File: config.mk
export PLATFORM = sky130hd
export DESIGN_NAME = layer_address_sequencer_flat
export DESIGN_NICKNAME = d
export VERILOG_FILES = /design/src/rtl/layer_address_sequencer_if.sv /design/src/rtl/layer_address_sequencer.sv /design/src/flat_wrapper.sv
export SDC_FILE = /design/constraint.sdc
export NUM_CORES = 1
export LEC_CHECK = 0
export ABC_AREA = 1
export CORE_UTILIZATION = 30
export CTS_CLUSTER_DIAMETER = 100
export CTS_CLUSTER_SIZE = 25
export DETAILED_ROUTE_END_ITERATION = 6
export HOLD_SLACK_MARGIN = 0.15
export PLACE_DENSITY_LB_ADDON = 0.3
export SLEW_MARGIN = 20
export SYNTH_ARGS = -nofsm -noshare
export SYNTH_HDL_FRONTEND = slang
export SYNTH_SLANG_ARGS = --single-unit
File: constraint.sdc
create_clock -name clk -period 3.2 [get_ports clk]
set_clock_uncertainty 0.05 [all_clocks]
set_input_delay 0.64 -clock clk [delete_from_list [all_inputs] [get_ports clk]]
set_output_delay 0.64 -clock clk [all_outputs]
set_load 0.005 [all_outputs]
File: src/rtl/layer_address_sequencer_if.sv
// Bundles the layer configuration, control and memory-address signals of the
// layer address sequencer. The master drives configuration and control; the
// slave (the sequencer) drives the address and strobe outputs.
interface layer_address_sequencer_if #(
  parameter int ADDR_W = 8,
  parameter int CNT_W  = 8
);
  // Control and configuration (master -> sequencer)
  logic              start;
  logic              stall;
  logic [CNT_W-1:0]  n_in;
  logic [CNT_W-1:0]  n_out;
  logic [ADDR_W-1:0] w_base;
  logic [ADDR_W-1:0] in_base;
  logic [ADDR_W-1:0] out_base;

  // Addresses and strobes (sequencer -> master)
  logic [ADDR_W-1:0] weight_read_addr;
  logic [ADDR_W-1:0] neuro_read_addr;
  logic [ADDR_W-1:0] neuro_write_addr;
  logic              mac_valid;
  logic              acc_clear;
  logic              bias_sel;
  logic              write_en;
  logic              busy;
  logic              finished;

  modport master (
    output start, stall, n_in, n_out, w_base, in_base, out_base,
    input  weight_read_addr, neuro_read_addr, neuro_write_addr,
    input  mac_valid, acc_clear, bias_sel, write_en, busy, finished
  );

  modport slave (
    input  start, stall, n_in, n_out, w_base, in_base, out_base,
    output weight_read_addr, neuro_read_addr, neuro_write_addr,
    output mac_valid, acc_clear, bias_sel, write_en, busy, finished
  );
endinterface

File: src/rtl/layer_address_sequencer.sv
// Walks one neural-network layer: for each output neuron, issues n_in MAC
// cycles (plus an optional bias cycle) and then one write-back cycle.
// Latency: first MAC one cycle after start; every output is a register.
// Stall sampled at a clock edge turns the following cycle into a bubble.
module layer_address_sequencer #(
  parameter int ADDR_W  = 8,
  parameter int CNT_W   = 8,
  parameter int BIAS_EN = 1
) (
  input logic                    clk,
  input logic                    reset,
  layer_address_sequencer_if.slave bus
);

  // The state names the kind of the next operation to issue; the output
  // registers hold the operation issued at the last edge.
  typedef enum logic [1:0] {
    IDLE  = 2'd0,
    RUN   = 2'd1,
    WRITE = 2'd2,
    DONE  = 2'd3
  } state_t;

  state_t            state_q;
  logic [CNT_W-1:0]  i_q;
  logic [CNT_W-1:0]  j_q;
  logic [ADDR_W-1:0] w_ptr_q;

  // Configuration latched at start; later input changes are not observed.
  logic [CNT_W-1:0]  n_in_q;
  logic [CNT_W-1:0]  n_out_q;
  logic [ADDR_W-1:0] in_base_q;
  logic [ADDR_W-1:0] out_base_q;

  // Registered outputs
  logic [ADDR_W-1:0] weight_read_addr_q;
  logic [ADDR_W-1:0] neuro_read_addr_q;
  logic [ADDR_W-1:0] neuro_write_addr_q;
  logic              mac_valid_q;
  logic              acc_clear_q;
  logic              bias_sel_q;
  logic              write_en_q;
  logic              busy_q;
  logic              finished_q;

  // View of the operation to issue at this edge. A launching start supplies
  // the first MAC straight from the inputs so it appears one cycle later.
  state_t            cur_state;
  logic [CNT_W-1:0]  cur_i;
  logic [CNT_W-1:0]  cur_j;
  logic [ADDR_W-1:0] cur_w;
  logic [CNT_W-1:0]  cur_n_in;
  logic [CNT_W-1:0]  cur_n_out;
  logic [ADDR_W-1:0] cur_in_base;
  logic [ADDR_W-1:0] cur_out_base;
  logic              start_ok;
  logic              launch;
  logic              empty_layer;
  logic              hold;
  logic              is_bias;
  logic              last_mac;
  logic              last_out;

  // Select the pending operation and decode its end-of-loop conditions.
  always_comb begin
    // start is only honoured while the visible status is idle (busy low),
    // so a start during the finished pulse is ignored.
    start_ok    = (state_q == IDLE) && !busy_q && bus.start;
    launch      = start_ok && (bus.n_in != '0) && (bus.n_out != '0);
    empty_layer = start_ok && !launch;

    cur_state    = state_q;
    cur_i        = i_q;
    cur_j        = j_q;
    cur_w        = w_ptr_q;
    cur_n_in     = n_in_q;
    cur_n_out    = n_out_q;
    cur_in_base  = in_base_q;
    cur_out_base = out_base_q;

    if (launch) begin
      cur_state    = RUN;
      cur_i        = '0;
      cur_j        = '0;
      cur_w        = bus.w_base;
      cur_n_in     = bus.n_in;
      cur_n_out    = bus.n_out;
      cur_in_base  = bus.in_base;
      cur_out_base = bus.out_base;
    end else if (empty_layer) begin
      cur_state = DONE;
    end

    // Stall only freezes the MAC/write loop; launch, DONE and IDLE ignore it.
    hold = bus.stall && !launch && ((state_q == RUN) || (state_q == WRITE));

    // With a bias term the loop runs one extra step at i == n_in.
    is_bias  = (BIAS_EN != 0) && (cur_i == cur_n_in);
    last_mac = (BIAS_EN != 0) ? is_bias : (cur_i == cur_n_in - CNT_W'(1));
    last_out = (cur_j == cur_n_out - CNT_W'(1));
  end

  // Sequencer FSM: issue one operation per unstalled edge and advance.
  always_ff @(posedge clk or negedge reset) begin
    if (!reset) begin
      state_q            <= IDLE;
      i_q                <= '0;
      j_q                <= '0;
      w_ptr_q            <= '0;
      n_in_q             <= '0;
      n_out_q            <= '0;
      in_base_q          <= '0;
      out_base_q         <= '0;
      weight_read_addr_q <= '0;
      neuro_read_addr_q  <= '0;
      neuro_write_addr_q <= '0;
      mac_valid_q        <= 1'b0;
      acc_clear_q        <= 1'b0;
      bias_sel_q         <= 1'b0;
      write_en_q         <= 1'b0;
      busy_q             <= 1'b0;
      finished_q         <= 1'b0;
    end else begin
      // Strobes are single-cycle unless re-issued below.
      mac_valid_q <= 1'b0;
      acc_clear_q <= 1'b0;
      bias_sel_q  <= 1'b0;
      write_en_q  <= 1'b0;
      finished_q  <= 1'b0;

      if (launch) begin
        n_in_q     <= bus.n_in;
        n_out_q    <= bus.n_out;
        in_base_q  <= bus.in_base;
        out_base_q <= bus.out_base;
      end

      if (hold) begin
        // Bubble: position and addresses frozen, layer still in progress.
        busy_q <= 1'b1;
      end else begin
        case (cur_state)
          RUN: begin
            mac_valid_q        <= 1'b1;
            acc_clear_q        <= (cur_i == '0);
            bias_sel_q         <= is_bias;
            weight_read_addr_q <= cur_w;
            neuro_read_addr_q  <= cur_in_base + ADDR_W'(cur_i);
            busy_q             <= 1'b1;
            // Weights are contiguous across neurons, so w_ptr never rewinds.
            w_ptr_q            <= cur_w + ADDR_W'(1);
            j_q                <= cur_j;
            if (last_mac) begin
              state_q <= WRITE;
              i_q     <= cur_i;
            end else begin
              state_q <= RUN;
              i_q     <= cur_i + CNT_W'(1);
            end
          end
          WRITE: begin
            write_en_q         <= 1'b1;
            neuro_write_addr_q <= cur_out_base + ADDR_W'(cur_j);
            busy_q             <= 1'b1;
            if (last_out) begin
              state_q <= DONE;
            end else begin
              state_q <= RUN;
              i_q     <= '0;
              j_q     <= cur_j + CNT_W'(1);
            end
          end
          DONE: begin
            finished_q <= 1'b1;
            busy_q     <= 1'b1;
            state_q    <= IDLE;
          end
          default: begin
            busy_q  <= 1'b0;
            state_q <= IDLE;
          end
        endcase
      end
    end
  end

  assign bus.weight_read_addr = weight_read_addr_q;
  assign bus.neuro_read_addr  = neuro_read_addr_q;
  assign bus.neuro_write_addr = neuro_write_addr_q;
  assign bus.mac_valid        = mac_valid_q;
  assign bus.acc_clear        = acc_clear_q;
  assign bus.bias_sel         = bias_sel_q;
  assign bus.write_en         = write_en_q;
  assign bus.busy             = busy_q;
  assign bus.finished         = finished_q;

endmodule

File: src/flat_wrapper.sv
// flat-port wrapper written by rule: the top's interface ports become plain ports
module layer_address_sequencer_flat 
#(
  parameter int ADDR_W  = 8,
  parameter int CNT_W   = 8,
  parameter int BIAS_EN = 1
)
  (clk, reset, bus_start, bus_stall, bus_n_in, bus_n_out, bus_w_base, bus_in_base, bus_out_base, bus_weight_read_addr, bus_neuro_read_addr, bus_neuro_write_addr, bus_mac_valid, bus_acc_clear, bus_bias_sel, bus_write_en, bus_busy, bus_finished);
  layer_address_sequencer_if #(.ADDR_W(ADDR_W), .CNT_W(CNT_W)) bus_i ();
  input logic clk;
  input logic reset;
  input wire logic [$bits(bus_i.start)-1:0] bus_start;
  input wire logic [$bits(bus_i.stall)-1:0] bus_stall;
  input wire logic [$bits(bus_i.n_in)-1:0] bus_n_in;
  input wire logic [$bits(bus_i.n_out)-1:0] bus_n_out;
  input wire logic [$bits(bus_i.w_base)-1:0] bus_w_base;
  input wire logic [$bits(bus_i.in_base)-1:0] bus_in_base;
  input wire logic [$bits(bus_i.out_base)-1:0] bus_out_base;
  output wire logic [$bits(bus_i.weight_read_addr)-1:0] bus_weight_read_addr;
  output wire logic [$bits(bus_i.neuro_read_addr)-1:0] bus_neuro_read_addr;
  output wire logic [$bits(bus_i.neuro_write_addr)-1:0] bus_neuro_write_addr;
  output wire logic [$bits(bus_i.mac_valid)-1:0] bus_mac_valid;
  output wire logic [$bits(bus_i.acc_clear)-1:0] bus_acc_clear;
  output wire logic [$bits(bus_i.bias_sel)-1:0] bus_bias_sel;
  output wire logic [$bits(bus_i.write_en)-1:0] bus_write_en;
  output wire logic [$bits(bus_i.busy)-1:0] bus_busy;
  output wire logic [$bits(bus_i.finished)-1:0] bus_finished;
  assign bus_i.start = bus_start;
  assign bus_i.stall = bus_stall;
  assign bus_i.n_in = bus_n_in;
  assign bus_i.n_out = bus_n_out;
  assign bus_i.w_base = bus_w_base;
  assign bus_i.in_base = bus_in_base;
  assign bus_i.out_base = bus_out_base;
  assign bus_weight_read_addr = bus_i.weight_read_addr;
  assign bus_neuro_read_addr = bus_i.neuro_read_addr;
  assign bus_neuro_write_addr = bus_i.neuro_write_addr;
  assign bus_mac_valid = bus_i.mac_valid;
  assign bus_acc_clear = bus_i.acc_clear;
  assign bus_bias_sel = bus_i.bias_sel;
  assign bus_write_en = bus_i.write_en;
  assign bus_busy = bus_i.busy;
  assign bus_finished = bus_i.finished;
  layer_address_sequencer #(.ADDR_W(ADDR_W), .CNT_W(CNT_W), .BIAS_EN(BIAS_EN)) u_core (.clk(clk), .reset(reset), .bus(bus_i));
endmodule
* Word-level counts from Yosys, hierarchy flattened
Index checks and enable logic that the tools add are counted.
Cells by class: eq/ne operators 8, reduce and logical (&&, ||, !) cells 19, bitwise operators 1, add/subtract/negate cells 6, mux-type cells 29
Operators by type and width (count):
- $mux W8 | 10
- $pmux W8 S2 | 2
- $add A8 B1 Y8 const B | 3
- $add A8 B8 Y8 | 2
- $eq A8 B8 Y1 | 2
- $reduce_bool A8 Y1 | 2
- $mux W1 | 12
- $logic_not A8 Y1 | 1
- $mux W2 | 4
- $sub A8 B1 Y8 const B | 1
- $logic_and A1 B1 Y1 | 7
- $eq A2 B2 Y1 const B | 3
- $eq A2 B1 Y1 const B | 2
- $pmux W2 S2 | 1
- $reduce_and A2 Y1 | 2
- $reduce_and A3 Y1 | 1
- $reduce_or A3 Y1 | 1
- $logic_not A1 Y1 | 2
- $logic_not A2 Y1 | 1
- $ne A2 B2 Y1 const B | 1
- $reduce_bool A2 Y1 | 1
- $logic_or A1 B1 Y1 | 1
- $not A1 Y1 | 1
Storage, ports and cells: output and inout bits 30, flip-flop bits (word level) 88, logic and storage cells 80, bits of input ports 44

* Logic depth before layout (Yosys ltp)
depth in word-level cells 13, depth in mapped cells 22, gate-level depth less buffers 21

* Least setup slack after synthesis
No wires, ideal clock.
path kind input port to flip-flop, start point in bus_n_out[6], end point reg u_core.neuro_read_addr_q[6] (netlist: u_core.bus.neuro_read_addr[6]), setup slack -253 ps, stages on the path 19, arrival time 3268 ps, data required time 3015 ps, cells stage by stage inv_1 -> nand2_1 -> nor2_4 -> nand2_4 -> nand3_4 -> buf_6 -> buf_2 -> buf_2 -> buf_1 -> nand2_1 -> nand2_1 -> ha_1 -> inv_1 -> fa_1 -> o21ai_0 -> a21oi_1 -> o21ai_0 -> xnor2_1 -> o21ai_0
Between the ends: elaborated cells between the ends (all ways) 14, those cells by class add/sub (1); eq/ne (1); mux (4); bitwise (1); reduce/logical (7)
RTL lines:
- from (decl) | line flat_wrapper.sv:15 | input wire logic [$bits(bus_i.n_out)-1:0] bus_n_out;
- $reduce_bool A8 Y1 | line layer_address_sequencer.sv:69 | launch = start_ok && (bus.n_in != '0) && (bus.n_out != '0);
- $logic_and A1 B1 Y1 | line layer_address_sequencer.sv:69
- $mux W8
- named net u_core.cur_in_base[0] | line layer_address_sequencer.sv:54 | logic [ADDR_W-1:0] cur_in_base;
- $add A8 B8 Y8 | line layer_address_sequencer.sv:148 | neuro_read_addr_q <= cur_in_base + ADDR_W'(cur_i);
- to (signal assigned) | line layer_address_sequencer.sv:148
- to (decl) | line layer_address_sequencer.sv:37 | logic [ADDR_W-1:0] neuro_read_addr_q;
The timed path passes the listed nets, and every way through them passes these cells. A chain may end at the register's enable or synchronous reset.

* Worst setup path after layout
start point in bus_n_in[4], end point reg u_core.neuro_write_addr_q[7] (netlist: u_core.bus.neuro_write_addr[7])
Between the ends: elaborated cells between the ends (all ways) 15, those cells by class add/sub (1); eq/ne (1); mux (4); bitwise (1); reduce/logical (8)
RTL lines:
- from (decl) | line flat_wrapper.sv:14 | input wire logic [$bits(bus_i.n_in)-1:0] bus_n_in;
- $reduce_bool A8 Y1 | line layer_address_sequencer.sv:69
- $logic_and A1 B1 Y1 (2 in a row) | line layer_address_sequencer.sv:69
- $mux W8
- named net u_core.cur_out_base[4] | line layer_address_sequencer.sv:55 | logic [ADDR_W-1:0] cur_out_base;
- $add A8 B8 Y8 | line layer_address_sequencer.sv:163 | neuro_write_addr_q <= cur_out_base + ADDR_W'(cur_j);
- to (signal assigned) | line layer_address_sequencer.sv:163
- to (decl) | line layer_address_sequencer.sv:38 | logic [ADDR_W-1:0] neuro_write_addr_q;
The timed path passes the listed nets, and every way through them passes these cells.

==> flow_summary.toml <==
[drt]
dr_total_vias = 5065
drtAntennaViolNets = 0
wl_per_cell_um = 13.0
viasPerCell = 4.50
drt-initial-drc-count = 249
routed_wl_um = 14600
drc = 18
drtPass1Iterations = 7

[synth]
ys_warn_count = 0
synthSimpleGateAreaFrac_pct = 34.5
synth_compound_area_share_pct = 6.71
synth_cell_types = 41
yosysSeqAreaShare_pct = 39.6
netlist_area_sq_um = 5560
syn-num-nets = 792
avgSynthCellArea_sq_um = 7.70
synthAdderAreaFrac_pct = 6.12
netlist_instances = 722
synth_xor_area_share_pct = 3.60
synth-seq-cells = 88
synth_mux_area_share_pct = 0.180
synth_top_family_by_area = "simple AND/OR/NAND/NOR gates"

[clock_network]
cts_tree = "yes"
clkSinkCount = 88
ctsHtreeMaxLevel = 3
cts_buffers = 9
clk_path_buf_depth = 2
clock_latency_ns = 0.36
cts_root_buffer = "clkbuf_16"
cts.reportedPaths.clkPinSlew_ns = 0.07

[setup_path]
worstSetupStartpointType = "input pin"
startpoint = "bus_n_in[4]"
endpoint_kind = "register"
rr_startpoint = "u_core.state_q[0]$_DFFE_PN0N_"
cp.arrival_ns = 3.26
worst_ep_required_time_ns = 3.42
critPathKind = "input pin to register"
critPathMaxFanout = 8

[global_routing]
busiest_layer = "met2"
track_usage_pct = 15.9
grt_use_met2_pct = 24.0
grt_pass1_vias = 4900
grtUsageMet3_pct = 3.71
grt_pass1_wl_um = 24000
use_met1_pct = 22.5
grt_antenna_before_repair = 0
gr-total-overflow = 0
grt_max_degree = 46

[sta]
setup_viol = 0
relSlewSlack_pct = 60.1
finalHoldViolations = 0
worstMarginPinSlew_ns = 0.598
fin_setup_tns_ns = 0
final_max_slew_viol_count = 0
max_freq_mhz = 328
post-route-period-util_pct = 95.2
period_minus_slack_ns = 3.05

[placed_design]
place.gp.congestion = 0.881
io_buffers = 73
place_area_sq_um = 7190
hpwl_um = 11100

[cells_and_area]
layout_common_cells = "nand2_1 (222), buf_4 (102), dfrtp_1 (88), inv_1 (81), clkdlybuf4s50_1 (72)"
mostFrequentLayoutCell = "nand2_1"
drive_above_1_share_pct = 23.5
insertedDiodeCount = 0
fin_area_sq_um = 7680
fillers = 1827
area_growth_pct = 38.1
fin_nets = 962

[floorplan]
fp.dieH_um = 138
start_util_pct = 30.7
io_pins = 74
die_area_sq_um = 19100
num_rows = 49
die_x_um = 138
core-area_sq_um = 18100

[pwr]
p_int_uw = 3790
switchingPower_uw = 2560
seqPwrFrac_pct = 27.7
ir_drop_v = 0.000454
combPwrFrac_pct = 55.1
switching_share_pct = 40.3
p_per_area_nw_per_um2 = 827
clkPwrFrac_pct = 17.2
leakage_uw = 0.00394

[outcome]
status = "finished, violations left"
violations = "design-rule violations"

[flow_run]
maxCapViolCount = 0

[min_path]
hp-class = "input pin to asynchronous set/reset pin"
[cells in the mapped netlist (all sizes together)]
cell    count  area, sq um
a21oi      19         95.1
a31oi       1         6.26
and2        7         43.8
buf        18          151
clkbuf      4         15.0
dfrtp      88         2200
fa          2         40.0
ha         24          300
inv        93          352
mux2i       1         10.0
nand2     254         1060
nand3      62          338
nand3b      7         52.6
nand4      16          100
nor2       41          235
nor3        5         35.0
o211ai      3         22.5
o21a        2         15.0
o21ai      41          205
o21bai      3         22.5
o22ai       1         6.26
or2         8         50.1
xnor2       6         52.6
xor2       16          148
[state kept, by name, summed over array words and instances (netlist names), 2 cells and up]
signal	count
u_core.bus.weight_read_addr	8
u_core.bus.neuro_read_addr	8
u_core.i_q	8
u_core.bus.neuro_write_addr	8
u_core.out_base_q	8
u_core.n_out_q	8
u_core.n_in_q	8
u_core.in_base_q	8
u_core.w_ptr_q	8
u_core.state_q	2
u_core.j_q	8
[final cells by class]
| cell class | instances | area, sq um | share of cell area, % |
|---|---|---|---|
| clock buffer | 10 | 229 | 2.98 |
| clock inverter | 6 | 68.8 | 0.896 |
| inverter | 93 | 359 | 4.68 |
| multi-input combinational | 519 | 2940 | 38.3 |
| sequential | 88 | 2200 | 28.7 |
| tap | 229 | 287 | 3.73 |
| timing repair buffer | 181 | 1600 | 20.8 |
[final timing paths]
check                                                             end  slack (ns)  cells past startpoint
min in group clk           u_core.bus.neuro_write_addr[0]$_DFFE_PN0P_        0.43                      2
max in group asynchronous                 u_core.n_out_q[5]$_DFF_PN0_        2.10                      2
max                        u_core.bus.neuro_write_addr[7]$_DFFE_PN0P_        0.15                     19
min reg2reg                u_core.bus.neuro_write_addr[0]$_DFFE_PN0P_        0.43                      2
max reg2reg                u_core.bus.neuro_write_addr[7]$_DFFE_PN0P_        0.31                     18
min                        u_core.bus.weight_read_addr[0]$_DFFE_PN0P_        0.23                      1
[cell families after synthesis]
logic type,count (synthesis)
adders and majority gates,26
muxes,1
and+or+nand+nor,400
AOI/OAI and AO/OA,70
xor gates and xnor gates,22
DFF,88
buffers and inverters,115
[per-layer routing]
layer  routed length, um  vias to the layer above
met3                 646                       20
met2                6350                      117
li1                    -                     2629
met1                7400                     2299
met5                   0                        -
met4                 217                        0
[stage by stage]
stage,worst slack (ns),instances,power [uW],hold WS (ns),utilization [%]
floorplan,-0.00593,722,3780,0.294,-
global placement,-0.221,1103,5060,0.410,39.8
detailed placement,-0.294,1103,5120,0.418,39.8
CTS,0.0868,1119,6250,0.241,41.4
global route,-0.0181,1126,6900,0.266,42.5
finish,0.155,1126,6350,0.230,42.5
[repair_timing]
item	in CTS	in global routing
hold buffers	0	0
resized for setup	0	38
buffers inserted	0	7
setup endpoints to repair	0	18
[power groups by stage]
| stage | clock network [uW] | registers [uW] | logic, uW |
|---|---|---|---|
| 2_1_floorplan | 0 | 1750 | 2030 |
| 3_3_place_gp | 0 | 1770 | 3290 |
| 3_5_place_dp | 0 | 1780 | 3330 |
| 4_1_cts | 1120 | 1760 | 3360 |
| 5_1_grt | 1160 | 1810 | 3930 |
| 6_report | 1090 | 1760 | 3500 |
[critical path, stage by stage]
cell and delay, ns:
clkdlybuf4s50_1 0.47, nor2_1 0.05, nand2_1 0.08, inv_1 0.05, nand2_2 0.07, nand3_4 0.16, buf_12 0.20, buf_6 0.14
buf_6 0.14, nand2_1 0.06, nand2_1 0.07, ha_1 0.32, inv_1 0.06, o21bai_1 0.18, nand2_1 0.10, nand2_1 0.10
a21oi_2 0.06, xor2_1 0.14, o21ai_0 0.17
No activity file was read; power rests on OpenSTA's default activity.
